### src/rtl/timer_pkg.sv
// Shared definitions for the timer/stopwatch/display blocks.
//   - Field widths for the binary hh:mm:ss display path.
//   - Legal maxima for the minute and second fields.
//   - Timer control FSM state encoding.
//   - A clamp helper for the 6-bit minute/second fields.
package timer_pkg;

  localparam int unsigned HOUR_W = 5;
  localparam int unsigned MIN_W  = 6;
  localparam int unsigned SEC_W  = 6;

  localparam logic [SEC_W-1:0] SEC_MAX = 6'd59;
  localparam logic [MIN_W-1:0] MIN_MAX = 6'd59;

  typedef enum logic [1:0] {
    StIdle,
    StRun,
    StPause,
    StDone
  } timer_state_e;

  // Saturate a 6-bit minute/second field to its legal maximum.
  function automatic logic [5:0] clamp_field(input logic [5:0] value, input logic [5:0] limit);
    return (value > limit) ? limit : value;
  endfunction

endpackage

### src/rtl/tick_prescaler.sv
// Divides clk down to a one-cycle tick every TICK_DIV enabled cycles.
//   clk      : system clock
//   reset    : asynchronous, active-high reset (count -> 0)
//   enable_i : advance the count this cycle; count holds when low
//   clear_i  : synchronously zero the count (wins over enable_i)
//   tick_o   : high in the enabled cycle whose count is TICK_DIV-1
module tick_prescaler #(
  parameter int unsigned TICK_DIV = 1024
) (
  input  logic clk,
  input  logic reset,
  input  logic enable_i,
  input  logic clear_i,
  output logic tick_o
);

  localparam int unsigned    TickW    = $clog2(TICK_DIV);
  localparam logic [TickW-1:0] TickLast = TickW'(TICK_DIV - 1);

  logic [TickW-1:0] count_q, count_d;
  logic             at_last;

  assign at_last = (count_q == TickLast);
  assign tick_o  = enable_i & ~clear_i & at_last;

  always_comb begin
    count_d = count_q;
    if (clear_i) begin
      count_d = '0;
    end else if (enable_i) begin
      count_d = at_last ? '0 : count_q + TickW'(1);
    end
  end

  always_ff @(posedge clk or posedge reset) begin
    if (reset) begin
      count_q <= '0;
    end else begin
      count_q <= count_d;
    end
  end

endmodule

### src/rtl/countdown_timer.sv
// hh:mm:ss countdown timer: loads a clamped preset, decrements once per TICK_DIV clocks
// while running, and stops in DONE on reaching 00:00:00.
//   clk, reset                 : clock, asynchronous active-high reset
//   load_i / start_i / stop_i  : level-sampled controls, priority load > stop > start
//   preset_{hour,min,sec}_i    : preset value, clamped per field on load
//   {hour,min,sec}_o           : remaining time (registered)
//   running_o                  : state is RUN
//   done_o                     : one-cycle pulse when the count reaches zero
//   expired_o                  : state is DONE
module countdown_timer
  import timer_pkg::*;
#(
  parameter int unsigned TICK_DIV = 1024,
  parameter int unsigned MAX_HOUR = 23
) (
  input  logic              clk,
  input  logic              reset,
  input  logic              load_i,
  input  logic              start_i,
  input  logic              stop_i,
  input  logic [HOUR_W-1:0] preset_hour_i,
  input  logic [MIN_W-1:0]  preset_min_i,
  input  logic [SEC_W-1:0]  preset_sec_i,
  output logic [HOUR_W-1:0] hour_o,
  output logic [MIN_W-1:0]  min_o,
  output logic [SEC_W-1:0]  sec_o,
  output logic              running_o,
  output logic              done_o,
  output logic              expired_o
);

  localparam logic [HOUR_W-1:0] MaxHour = HOUR_W'(MAX_HOUR);

  timer_state_e      state_q, state_d;
  logic [HOUR_W-1:0] hour_q, hour_d;
  logic [MIN_W-1:0]  min_q, min_d;
  logic [SEC_W-1:0]  sec_q, sec_d;
  logic              done_q, done_d;
  logic              running_q, expired_q;

  logic              presc_en, presc_clr, tick;

  tick_prescaler #(
    .TICK_DIV (TICK_DIV)
  ) u_prescaler (
    .clk      (clk),
    .reset    (reset),
    .enable_i (presc_en),
    .clear_i  (presc_clr),
    .tick_o   (tick)
  );

  // Clamped preset.
  logic [HOUR_W-1:0] ld_hour;
  logic [MIN_W-1:0]  ld_min;
  logic [SEC_W-1:0]  ld_sec;

  assign ld_hour = (preset_hour_i > MaxHour) ? MaxHour : preset_hour_i;
  assign ld_min  = clamp_field(preset_min_i, MIN_MAX);
  assign ld_sec  = clamp_field(preset_sec_i, SEC_MAX);

  // Borrow-chain decrement. Only used in RUN, where the count is never zero.
  logic [HOUR_W-1:0] dec_hour;
  logic [MIN_W-1:0]  dec_min;
  logic [SEC_W-1:0]  dec_sec;
  logic              dec_zero, count_zero;

  always_comb begin
    dec_hour = hour_q;
    dec_min  = min_q;
    dec_sec  = sec_q;
    if (sec_q != '0) begin
      dec_sec = sec_q - SEC_W'(1);
    end else if (min_q != '0) begin
      dec_min = min_q - MIN_W'(1);
      dec_sec = SEC_MAX;
    end else begin
      dec_hour = hour_q - HOUR_W'(1);
      dec_min  = MIN_MAX;
      dec_sec  = SEC_MAX;
    end
  end

  assign dec_zero   = (dec_hour == '0) && (dec_min == '0) && (dec_sec == '0);
  assign count_zero = (hour_q == '0) && (min_q == '0) && (sec_q == '0);

  always_comb begin
    state_d   = state_q;
    hour_d    = hour_q;
    min_d     = min_q;
    sec_d     = sec_q;
    done_d    = 1'b0;
    presc_en  = 1'b0;
    presc_clr = 1'b0;

    case (state_q)
      StIdle: begin
        if (load_i) begin
          hour_d    = ld_hour;
          min_d     = ld_min;
          sec_d     = ld_sec;
          presc_clr = 1'b1;
        end else if (start_i && !count_zero) begin
          state_d = StRun;
        end
      end
      StRun: begin
        // Prescaler is left disabled on stop so its phase survives the pause.
        if (stop_i) begin
          state_d = StPause;
        end else begin
          presc_en = 1'b1;
          if (tick) begin
            hour_d = dec_hour;
            min_d  = dec_min;
            sec_d  = dec_sec;
            if (dec_zero) begin
              state_d = StDone;
              done_d  = 1'b1;
            end
          end
        end
      end
      StPause: begin
        if (load_i) begin
          hour_d    = ld_hour;
          min_d     = ld_min;
          sec_d     = ld_sec;
          presc_clr = 1'b1;
          state_d   = StIdle;
        end else if (start_i) begin
          state_d = StRun;
        end
      end
      StDone: begin
        if (load_i) begin
          hour_d    = ld_hour;
          min_d     = ld_min;
          sec_d     = ld_sec;
          presc_clr = 1'b1;
          state_d   = StIdle;
        end
      end
      default: begin
        state_d = StIdle;
      end
    endcase
  end

  always_ff @(posedge clk or posedge reset) begin
    if (reset) begin
      state_q   <= StIdle;
      hour_q    <= '0;
      min_q     <= '0;
      sec_q     <= '0;
      done_q    <= 1'b0;
      running_q <= 1'b0;
      expired_q <= 1'b0;
    end else begin
      state_q   <= state_d;
      hour_q    <= hour_d;
      min_q     <= min_d;
      sec_q     <= sec_d;
      done_q    <= done_d;
      running_q <= (state_d == StRun);
      expired_q <= (state_d == StDone);
    end
  end

  assign hour_o    = hour_q;
  assign min_o     = min_q;
  assign sec_o     = sec_q;
  assign running_o = running_q;
  assign done_o    = done_q;
  assign expired_o = expired_q;

endmodule

### config.mk
export PLATFORM = sky130hd
export DESIGN_NAME = countdown_timer
export DESIGN_NICKNAME = d
export VERILOG_FILES = /design/src/rtl/timer_pkg.sv /design/src/rtl/tick_prescaler.sv /design/src/rtl/countdown_timer.sv
export SDC_FILE = /design/constraint.sdc
export NUM_CORES = 1
export LEC_CHECK = 0
export CORE_UTILIZATION = 51
export DETAILED_ROUTE_END_ITERATION = 16
export GPL_TIMING_DRIVEN = 0
export PLACE_DENSITY = 0.79
export SYNTH_ARGS = -nofsm -noshare
export SYNTH_HDL_FRONTEND = slang
export SYNTH_SLANG_ARGS = --single-unit
### constraint.sdc
create_clock -name clk -period 2.6 [get_ports clk]
set_input_delay 0.39 -clock clk [delete_from_list [all_inputs] [get_ports clk]]
set_output_delay 0.39 -clock clk [all_outputs]
set_load 0.02 [all_outputs]
**Word-level counts from Yosys, hierarchy flattened**

Index checks and enable logic that the tools add are counted.

- Output and inout bits: 20
- Word-level logic and storage cells: 85
- Input port bits: 22
- Register bits after elaboration: 32

- Order comparisons: 3
- $add $sub $neg: 4
- Muxes and demuxes: 40
- Bitwise operators: 3
- Reduce and logical (&&, ||, !) cells: 18
- Equal/unequal tests: 9

Operators with widths:

| kind | count |
|---|---|
| $mux W6 | 11 |
| $mux W10 | 3 |
| $mux W5 | 6 |
| $logic_not A6 Y1 | 4 |
| $pmux W6 S2 | 2 |
| $mux W2 | 8 |
| $gt A6 B6 Y1 const B | 2 |
| $reduce_bool A6 Y1 | 2 |
| $sub A6 B1 Y6 const B | 2 |
| $add A10 B1 Y10 const B | 1 |
| $eq A10 B10 Y1 const B | 1 |
| $logic_not A5 Y1 | 2 |
| $pmux W5 S2 | 1 |
| $mux W1 | 8 |
| $pmux W2 S4 | 1 |
| $eq A2 B2 Y1 const B | 3 |
| $gt A5 B5 Y1 const B | 1 |
| $logic_and A1 B1 Y1 | 5 |
| $sub A5 B1 Y5 const B | 1 |
| $eq A2 B1 Y1 const B | 2 |
| $ne A2 B2 Y1 const B | 2 |
| $reduce_and A3 Y1 | 1 |
| $reduce_or A3 Y1 | 1 |
| $and A1 B1 Y1 | 2 |
| other kinds (5) | 5 |

**Longest topological paths before layout**

Gate-level depths: netlist of the first run.

- Depth after elaboration: 11
- Depth in mapped cells: 8
- Gate-level depth less buffers: 7

**By module**

Synthesis of the first run repeated with hierarchy kept, for this count alone.

- Cell total of the unflattened synthesis: 257
- Area total of the unflattened synthesis: 2,187.1 um^2

By module, submodules not included:

| module | cells each | instances | area each (um^2) | seq. area each (um^2) |
|---|---|---|---|---|
| countdown_timer | 191 | 1 | 1,564.0 | 550.5 |
| tick_prescaler | 66 | 1 | 623.1 | 250.2 |

**Worst setup path after synthesis of the first run**

No wires, ideal clock.

- Path type: flip-flop to flip-flop
- Start: reg sec_q[0] (netlist: sec_o[0])
- End: reg expired_q (netlist: expired_o)
- Setup slack: 0.394 ns
- Stages on the path, launching flop included: 8
- Library setup time: 0.130 ns
- Required time: 2.470 ns
- Arrival: 2.076 ns
- Period minus slack after synthesis: 2.206 ns
- Buffers on the path: 0
- Path through: dfrtp_1 -> inv_1 -> ha_1 -> nor4b_2 -> o211ai_1 -> a22o_1 -> a311o_1 -> nor3b_2

- Word-level cells in the longest chain between the ends: 10
- Elaborated cells between the ends (all ways): 21
- Those cells by class: 1 x add/sub; 1 x eq/ne; 9 x mux; 10 x reduce/logical

Ends and longest elaborated chain:

| element | line | text |
|---|---|---|
| from (decl) | countdown_timer.sv:37 | `logic [SEC_W-1:0] sec_q, sec_d;` |
| from (signal assigned) | countdown_timer.sv:155 | `sec_q <= '0;` |
| from (signal assigned) | countdown_timer.sv:163 | `sec_q <= sec_d;` |
| parallel branches: the longest is 8 deep, another holds $sub A6 B1 Y6 | n/a |  |
| $pmux W2 S4 (*) | countdown_timer.sv:96 | `case (state_q)` |
| $eq A2 B2 Y1 (*) | countdown_timer.sv:166 | `expired_q <= (state_d == StDone);` |
| to (signal assigned) | countdown_timer.sv:166 |  |
| to (decl) | countdown_timer.sv:39 | `logic running_q, expired_q;` |

Mark *: on every way between the ends.
A chain may end at the register's enable or synchronous reset.

**Worst setup path in the final report of the first run**

Same ends and word-level chain as after synthesis.

==> results of run 1 <==
[cells in the final DEF (no fill, tap or decap), types with 2 or more instances in the layout]
cell type	synthesis	final
o31ai_1	2	2
nand2_1	23	23
xor2_1	2	2
clkbuf_8	0	5
inv_1	12	11
nand4_1	9	9
o2bb2a_1	2	2
buf_2	2	2
nand3_1	9	9
buf_6	2	2
nor2b_1	3	3
o21ai_1	5	5
ha_1	5	5
nor3b_1	3	3
o2bb2ai_1	2	2
a21o_1	2	2
nor4b_1	2	2
clkdlybuf4s50_1	0	41
clkbuf_1	6	6
a21oi_1	16	16
nor3_1	8	7
o211ai_1	4	4
and3_1	5	5
o22ai_1	2	2
a22o_1	3	3
o21ai_0	23	23
dfrtp_1	32	32
nor2_1	28	28
a31oi_1	8	8
or3_1	2	2
xnor2_1	2	2
[worst max path at each step]
stage	to	slack, ns	depth (start not counted)
floorplan	expired_o	0.39	7
global placement	min_o[2]	-0.08	7
detailed placement	min_o[2]	-0.06	7
CTS	expired_o	0.06	7
global route	hour_o[4]	0.02	8
finish	expired_o	0.16	7
[layout make-up]
type | instances | area (um2) | area share
plain buffers | 10 | 55.05 | 0.02037
clock buffers | 5 | 68.82 | 0.02546
clock inverters | 3 | 42.54 | 0.01574
inverters | 12 | 45.04 | 0.01667
multi-input cells | 194 | 1192 | 0.4412
flip-flops and latches | 32 | 800.8 | 0.2963
well taps | 48 | 60.06 | 0.02222
repair buffers | 42 | 437.9 | 0.1620
[power groups by stage]
stage               sequential [mW]  clock [mW]  combinational [mW]
floorplan                      1.04           0               0.808
global placement              0.919           0                1.49
detailed placement            0.922           0                1.52
CTS                           0.915       0.497                1.53
global route                  0.962       0.516                1.70
finish                        0.933       0.495                1.56
[registers in the layout, summed over array words and instances (netlist names)]
name / count
done_o: 1
expired_o: 1
hour_o: 5
min_o: 6
running_o: 1
sec_o: 6
state_q: 2
u_prescaler.count_q: 10
[cells by family after synthesis]
family	count (synthesis)	share of synthesized area
flops	32	0.3851
compound gates	81	0.2551
xor+xnor	4	0.01685
buf+inv	22	0.04813
mux	1	0.004814
simple gates	103	0.2599
fa+ha+maj	5	0.03008
[repair_timing]
item	4_1_cts	5_1_grt
resized for setup	0	2
buffers inserted	0	0
endpoints found under the setup margin	0	5
[synthesized netlist by cell type (2+ instances only)]
cell / n
dfrtp_1: 32
nor2_1: 28
nand2_1: 23
o21ai_0: 23
a21oi_1: 16
inv_1: 12
nand3_1: 9
nand4_1: 9
a31oi_1: 8
nor3_1: 8
clkbuf_1: 6
and3_1: 5
ha_1: 5
o21ai_1: 5
o211ai_1: 4
a22o_1: 3
nor2b_1: 3
nor3b_1: 3
a21o_1: 2
buf_2: 2
buf_6: 2
nor4b_1: 2
o22ai_1: 2
o2bb2a_1: 2
o2bb2ai_1: 2
o31ai_1: 2
or3_1: 2
xnor2_1: 2
xor2_1: 2
[layer usage]
metal,track usage,part of all wire,up-vias
met5,0,0,-
met4,0.1168,0.023,0
met3,0.04655,0.071,17
met2,0.4362,0.46,109
met1,0.3989,0.45,1033
li1,-,-,1013
[metrics by stage]
| step | std cells | instance area, um2 | setup WS [ns] | utilization |
|---|---|---|---|---|
| global placement | 337 | 2550 | -0.08096 | 0.6762 |
| global route | 346 | 2703 | 0.02423 | 0.7167 |
| floorplan | 248 | 2079 | 0.3943 | - |
| CTS | 345 | 2661 | 0.05787 | 0.7057 |
| finish | 346 | 2703 | 0.1641 | 0.7167 |
| detailed placement | 337 | 2550 | -0.06324 | 0.6762 |
[critical path, stage by stage, from the launching register on]
cell and delay (ns):
dfrtp_1 0.47, inv_1 0.15, ha_1 0.30, nor4b_4 0.41, o211ai_1 0.18, a22o_1 0.31
a311o_1 0.34, nor3b_2 0.16
==> flow_summary_export.csv, run 1 <==
group,metric,value,unit
clock_network,cts_root_buffer,"clkbuf_8",
power,p_switching,1.369,mW
clock_network,cts_buffers,5,
sta,final_max_slew_viol_count,0,
floorplan,die_h,65.86,um
drt,wl_per_cell,16.77,um
setup_path,startpoint,"sec_o[0]",
sta,worstMarginPinSlew,0.7407,ns
power,p_per_area,1105,nW/um2
logic_synthesis,synthDistinctLibCells,53,
sta,fin_hold_ws,0.3898,ns
place,gp_congestion,0.8645,
clock_network,cts_sinks,32,
power,pwr-share-seq,0.312,
logic_synthesis,yosysTopAreaCell,"dfrtp_1",
logic_synthesis,synth_edf_count,0,
floorplan,ios,42,
logic_synthesis,synth_area_leaders,"dfrtp_1, o21ai_0, nor2_1, nand2_1, a21oi_1",
grt,antenna_found_initial,0,
drt,drtIter0Drc,251,
drt,viasPerCell,6.277,
drt,routed_wl,5803,um
sta,finClkSkew,0.01004,ns
finish,drive_gt1_frac,0.06376,
drt,ant_nets,0,
min_path,min_path_type,"input port to asynchronous set/reset pin",
finish,syn2layout_area_growth,29.96,%
logic_synthesis,synth_nets,275,
drt,dr.pass1.iters,5,
floorplan,core_area,3771,um2
sta,min_period,2.436,ns
sta,finalHoldViolCount,0,
power,p_int,1.618,mW
grt,first_global_vias,1976,
logic_synthesis,ys_seq_area_frac,0.3851,
floorplan,die-area,4337,um2
setup_path,reg2regPathDepth,7,
floorplan,die_w,65.86,um
setup_path,crit_path_max_fanout,8,
power,clkPwrFrac,0.166,
logic_synthesis,synth-seq-cells,32,
logic_synthesis,synth-async-reset-ratio,1.000,
sta,rsz0062_at_grt,"no",
finish,fillers,320,
setup_path,r2r-start,"sec_o[0]",
finish,n_antenna_cell,0,
floorplan,initial_core_util,0.5514,
sta,fin_crit_sh,0.9369,
clock_network,clock_latency,0.29,ns
place,hpwl,3982,um
grt,grt_max_degree,33,
grt,grt-ovfl-total,0,
drt,dr_total_vias,2172,
power,power.total,2.987,mW
power,combPwrFrac,0.522,
sta,setup_viol,0,
setup_path,crit_type,"flip-flop to flip-flop",
finish,finalNetCount,324,
drt,drc_errors,0,
sta,tns,0,ns
outcome,outcome,"finished, final reports clean",
setup_path,ff2ff_setup_slack,0.16,ns
logic_synthesis,syn-instance-count,248,
run,max_cap_violations,0,
power,p_leak,1.131,nW
setup_path,cp-start-kind,"flip-flop",
logic_synthesis,synth_area_per_cell,8.385,um2
clock_network,path_clk_slew,0.08,ns
sta,max_freq,410.5,MHz
sta,relSlewSlack,0.5020,
clock_network,holdBufCountCts,0,
setup_path,critPathCaptureType,"flip-flop",
grt,track_usage,0.2856,
clock_network,cts_tree,"yes",
place,portBuffers,41,
logic_synthesis,syn-cell-area,2079,um2
power,swShare,0.4584,
power,ir_drop,0.0006718,V
setup_path,cp.required,2.78,ns
floorplan,rows,22,
setup_path,crit_arrival,2.61,ns
grt,grt_pass1_wl,9384,um
clock_network,htree_levels,2,
logic_synthesis,yosys_warnings,0,
setup_path,r2r_end,"expired_o",
logic_synthesis,synth_top_area_share,0.3851,
logic_synthesis,synth-main-ff-cell,"dfrtp_1",
clock_network,clockBufferDepth,2,
Note: power is estimated with default switching activity, not from simulation.
==> run 2, diff against run 1 <==
- HOLD_SLACK_MARGIN: not set -> 0.1
- REMOVE_ABC_BUFFERS: not set -> 1
==> run 2 against run 1 <==
Core utilization fell by 2.3 points; worst hold slack got worse by 0.030 ns; first-iteration DRC count fell by 39%; critical path depth did not move; clock skew rose by 0.0048 ns; count of clock-buffer cells in the layout rose by 1; register-to-register slack improved by 0.02 ns; fmax rose by 0.64%; sequential cell count did not move; global-route usage fell by 2.0 points; via count fell by 7.6%; cell area fell by 3.2%.
==> flow_summary_export.csv, run 2 (synthesized netlist as in run 1, its figures left out) <==
group,metric,value,unit
outcome,outcome,"finished, final reports clean",
floorplan,core_area,3771,um2
sta,setup_viol,0,
power,ir_drop,0.0005871,V
sta,rsz0062_at_grt,"no",
setup_path,cp.required,2.76,ns
finish,layout_commonest_cell,"clkdlybuf4s50_1",
grt,grt_max_degree,33,
place,post-place-ws,-0.1500,ns
clock_network,post_cts_resized,0,
setup_path,crit_path_max_fanout,9,
floorplan,rows,22,
finish,fillers,304,
setup_path,startpoint,"min_o[0]",
setup_path,ff2ff_setup_slack,0.18,ns
setup_path,crit_slowest_cell,"nor4b_1",
power,p_leak,1.088,nW
setup_path,crit_arrival,2.58,ns
sta,fin_crit_sh,0.9310,
sta,final_max_slew_viol_count,0,
drt,routed_wl,5139,um
drt,ant_nets,0,
grt,track_usage,0.2659,
finish,drive_gt1_frac,0.04878,
setup_path,crit_end,"expired_o",
min_path,min_path_type,"input port to asynchronous set/reset pin",
clock_network,cts_root_buffer,"clkbuf_8",
finish,layout_common_cells,"clkdlybuf4s50_1, dfrtp_1, nor2_1",
sta,fin_ws,0.1795,ns
sta,max_freq,413.1,MHz
grt,grt_pass1_wl,8825,um
clock_network,path_clk_slew,0.07,ns
sta,min_period,2.421,ns
floorplan,ios,42,
finish,multi_input_area,1195,um2
finish,n_antenna_cell,0,
clock_network,htree_levels,2,
setup_path,crit_type,"flip-flop to flip-flop",
drt,viasPerCell,5.988,
clock_network,clockBufferDepth,2,
finish,regMostFlops,"u_prescaler.count_q",
floorplan,initial_core_util,0.5514,
grt,first_global_vias,1908,
drt,wl_per_cell,15.34,um
setup_path,cp_slowest_stage_delay,0.57,ns
finish,finalNetCount,314,
clock_network,clock_latency,0.29,ns
setup_path,critPathCaptureType,"flip-flop",
sta,relSlewSlack,0.4279,
place,gp_congestion,0.8220,
floorplan,die_w,65.86,um
drt,dr.pass1.iters,5,
sta,worstMarginPinSlew,0.8581,ns
finish,largest_register_ffs,10,
power,p_per_area,1058,nW/um2
clock_network,cts_buffers,5,
drt,drc_errors,0,
setup_path,r2r-start,"min_o[0]",
place,portBuffers,41,
clock_network,holdBufCountCts,0,
setup_path,crit_chain,"inv_1 -> ha_1 -> nor4b_1 -> and4_1 -> nand4_1 -> a21oi_1 -> nor3b_2",
run,max_cap_violations,0,
sta,fin_hold_ws,0.3595,ns
drt,dr_total_vias,2006,
drt,drtIter0Drc,154,
power,power.total,2.767,mW
sta,finClkSkew,0.01489,ns
clock_network,post_cts_buffers,0,
sta,finalHoldViolCount,0,
setup_path,reg2regPathDepth,7,
finish,syn2layout_area_growth,25.81,%
floorplan,die_h,65.86,um
finish,seq_area,800.8,um2
place,hpwl,3638,um
clock_network,cts_tree,"yes",
clock_network,cts_sinks,32,
setup_path,cp-start-kind,"flip-flop",
grt,antenna_found_initial,0,
setup_path,r2r_end,"expired_o",
grt,grt-ovfl-total,0,
floorplan,die-area,4337,um2
[run 2: cell types whose count changed in the layout (fill, tap and decap cells not counted), sizes merged]
cell / change
bufinv: -1
clkbuf: -5
buf: -4
clkinvlp: -1
[run 2: area by class of cell]
cell class | instances | share of cell area
inverter | 12 | 0.01722
timing repair buffer | 42 | 0.1674
clock buffer | 6 | 0.02774
tap | 48 | 0.02296
sequential | 32 | 0.3061
clock inverter | 1 | 0.001913
multi-input combinational | 194 | 0.4567
[run 2: metrics by stage]
step                      cells    util  cell area [um2]  TNS (ns)
after global routing        335  0.6938             2616         0
final                       335  0.6938             2616         0
after global placement      327  0.6616             2495   -0.2493
after CTS                   334  0.6822             2572         0
after floorplan             238       -             2024         0
after detailed placement    327  0.6616             2495   -0.4290
[run 2: critical path, delay by kind of cell (launching register included)]
kind | cells | cell delay, ns
AO/OA/AOI/OAI | 1 | 0.27
adder cells (fa/ha/maj) | 1 | 0.23
buffers and inverters | 1 | 0.10
flip-flops | 1 | 0.43
AND/OR/NAND/NOR | 4 | 1.26
[run 2: power breakdown]
part	leakage (nW)	switching [mW]	internal, mW	total [mW]
Sequential	0.401	0.280	0.666	0.946
Clock	0.0410	0.181	0.182	0.363
Combinational	0.646	0.823	0.636	1.46
[run 2: layer usage]
layer / up-vias / wire, um / global-route usage
met1: 941 / 2320 / 0.3595
met5: - / 0 / 0
met3: 5 / 309 / 0.05517
li1: 993 / - / -
met2: 67 / 2465 / 0.4311
met4: 0 / 44 / 0.06793
[run 2: worst min path at each step]
stage / end / cells after the start
floorplan: u_prescaler.count_q[9] / 1
global placement: u_prescaler.count_q[9] / 1
detailed placement: u_prescaler.count_q[9] / 1
CTS: u_prescaler.count_q[9] / 1
global route: u_prescaler.count_q[1] / 2
finish: u_prescaler.count_q[1] / 2
==> run 3, diff against run 2 <==
- CORE_ASPECT_RATIO: not set -> 0.75
- CORE_MARGIN: not set -> 2
==> run 3 against run 2 <==
Via count increased by 3.3%; non-clock buffer count is 1 lower; combinational power about the same; register-to-register slack is essentially flat; sequential share of layout area is essentially flat; worst hold slack improved by 0.15 ns; fmax shrank 0.59%; worst setup slack worse by 0.014 ns; clock skew fell by 0.0066 ns; final cell count up 2.1%; global-route usage decreased by 1.8 points; largest cell class unchanged; first-iteration DRC count is 8.4% lower; largest power group unchanged.
==> flow_summary_export.csv, run 3 (synthesized netlist as in run 1, its figures left out) <==
group,metric,value,unit
outcome,outcome,"finished, final reports clean",
clock_network,path_clk_slew,0.07,ns
drt,wl_per_cell,15.56,um
sta,rsz0062_at_grt,"no",
clock_network,cts_sinks,32,
clock_network,htree_levels,2,
grt,grt-ovfl-total,0,
clock_network,clock_latency,0.29,ns
floorplan,core_area,3979,um2
drt,ant_nets,0,
setup_path,cp.required,2.81,ns
sta,setup_viol,0,
clock_network,cts_tree,"yes",
drt,routed_wl,5321,um
sta,tns,0,ns
drt,dr_total_vias,2073,
finish,finalNetCount,313,
power,p_int,1.511,mW
floorplan,die-area,4610,um2
finish,layout_common_cells,"clkdlybuf4s50_1, dfrtp_1, nor2_1",
power,swShare,0.4648,
finish,drive_gt1_frac,0.05923,
drt,dr.pass1.iters,5,
grt,antenna_found_initial,0,
sta,finClkSkew,0.008325,ns
sta,max_freq,410.7,MHz
setup_path,crit_type,"flip-flop to flip-flop",
setup_path,crit_arrival,2.65,ns
sta,relSlewSlack,0.2168,
clock_network,clockBufferDepth,2,
sta,finalHoldViolCount,0,
finish,largest_register_ffs,10,
finish,fillers,328,
setup_path,crit_buf_inv,1,
power,p_leak,1.090,nW
place,gp_congestion,0.8214,
setup_path,crit_top_cell,"nor2_1",
drt,drtIter0Drc,141,
finish,design_area,2620,um2
setup_path,crit_family,"simple AND/OR/NAND/NOR gates",
grt,track_usage,0.2477,
finish,regMostFlops,"u_prescaler.count_q",
setup_path,critPathCaptureType,"flip-flop",
sta,fin_hold_ws,0.5047,ns
floorplan,rows,20,
setup_path,crit_slowest_cell,"or4b_1",
setup_path,cp_slowest_stage_delay,0.56,ns
power,p_switching,1.312,mW
run,max_cap_violations,0,
finish,final_util,0.6585,
min_path,min_path_type,"flip-flop to flip-flop",
setup_path,cp-start-kind,"flip-flop",
clock_network,cts_buffers,5,
power,combPwrFrac,0.517,
place,portBuffers,41,
grt,grt_pass1_wl,8921,um
clock_network,cts_root_buffer,"clkbuf_8",
sta,min_period,2.435,ns
finish,n_antenna_cell,0,
place,placed_area,2504,um2
drt,viasPerCell,6.061,
finish,syn2layout_area_growth,25.99,%
setup_path,crit_path_max_fanout,8,
sta,fin_crit_sh,0.9365,
drt,drc_errors,0,
power,clkPwrFrac,0.140,
floorplan,die_h,59.30,um
grt,first_global_vias,1842,
sta,final_max_slew_viol_count,0,
place,hpwl,3774,um
floorplan,ios,42,
finish,layout_commonest_cell,"clkdlybuf4s50_1",
floorplan,die_w,77.74,um
power,power.total,2.823,mW
grt,grt_max_degree,33,
power,p_per_area,1078,nW/um2
setup_path,crit_chain,"inv_1 -> ha_1 -> or4b_1 -> nor2_1 -> nor2_1 -> a211o_1 -> o21ai_1",
floorplan,initial_core_util,0.5226,
power,ir_drop,0.0005603,V
sta,worstMarginPinSlew,1.173,ns
power,pwr-share-seq,0.343,
run 3: worst paths after layout:
check	from	endpoint	slack (ns)	depth (start not counted)
setup / recovery	sec_o[0]	sec_o[0]	0.17	7
hold / removal	u_prescaler.count_q[3]	u_prescaler.count_q[3]	0.50	1
setup reg to reg	sec_o[0]	sec_o[0]	0.17	7
hold reg to reg	u_prescaler.count_q[3]	u_prescaler.count_q[3]	0.50	1
max in group asynchronous	reset	sec_o[3]	1.17	2
min in group asynchronous	reset	min_o[2]	0.72	2
run 3: metal layers:
layer  vias up  share of wire  GRT usage
met5         -              0          0
met4         0          0.014    0.09949
met3         9          0.082    0.06098
met2       104           0.42     0.3436
met1       973           0.48     0.3680
li1        987              -          -
run 3: stage by stage:
step	worst slack (ns)	std cells
after global routing	0.03999	342
after global placement	-0.1420	334
after CTS	0.02055	342
after floorplan	0.3943	238
after detailed placement	-0.1506	334
final	0.1652	342
run 3: repair_timing:
item	in CTS	in global routing
setup endpoints to repair	0	9
buffers inserted	0	0
endpoints found under the hold margin	0	0
hold buffers	0	0
gates resized for setup	0	5
run 3: power by group through the flow:
stage	clock [mW]	combinational (mW)	sequential (mW)
final	0.396	1.46	0.968
after global routing	0.432	1.62	1.00
after CTS	0.406	1.45	0.947
after detailed placement	0	1.44	0.952
after global placement	0	1.40	0.945
after floorplan	0	0.750	1.05
run 3: layout make-up:
cell class,count,area [um2],share of cell area
inverters,12,45.04,0.01719
repair buffers,41,410.4,0.1566
multi-input cells,194,1202,0.4589
well taps,55,68.82,0.02627
flip-flops and latches,32,800.8,0.3056
clock inverters,2,10.01,0.003820
clock buffers,6,82.58,0.03152
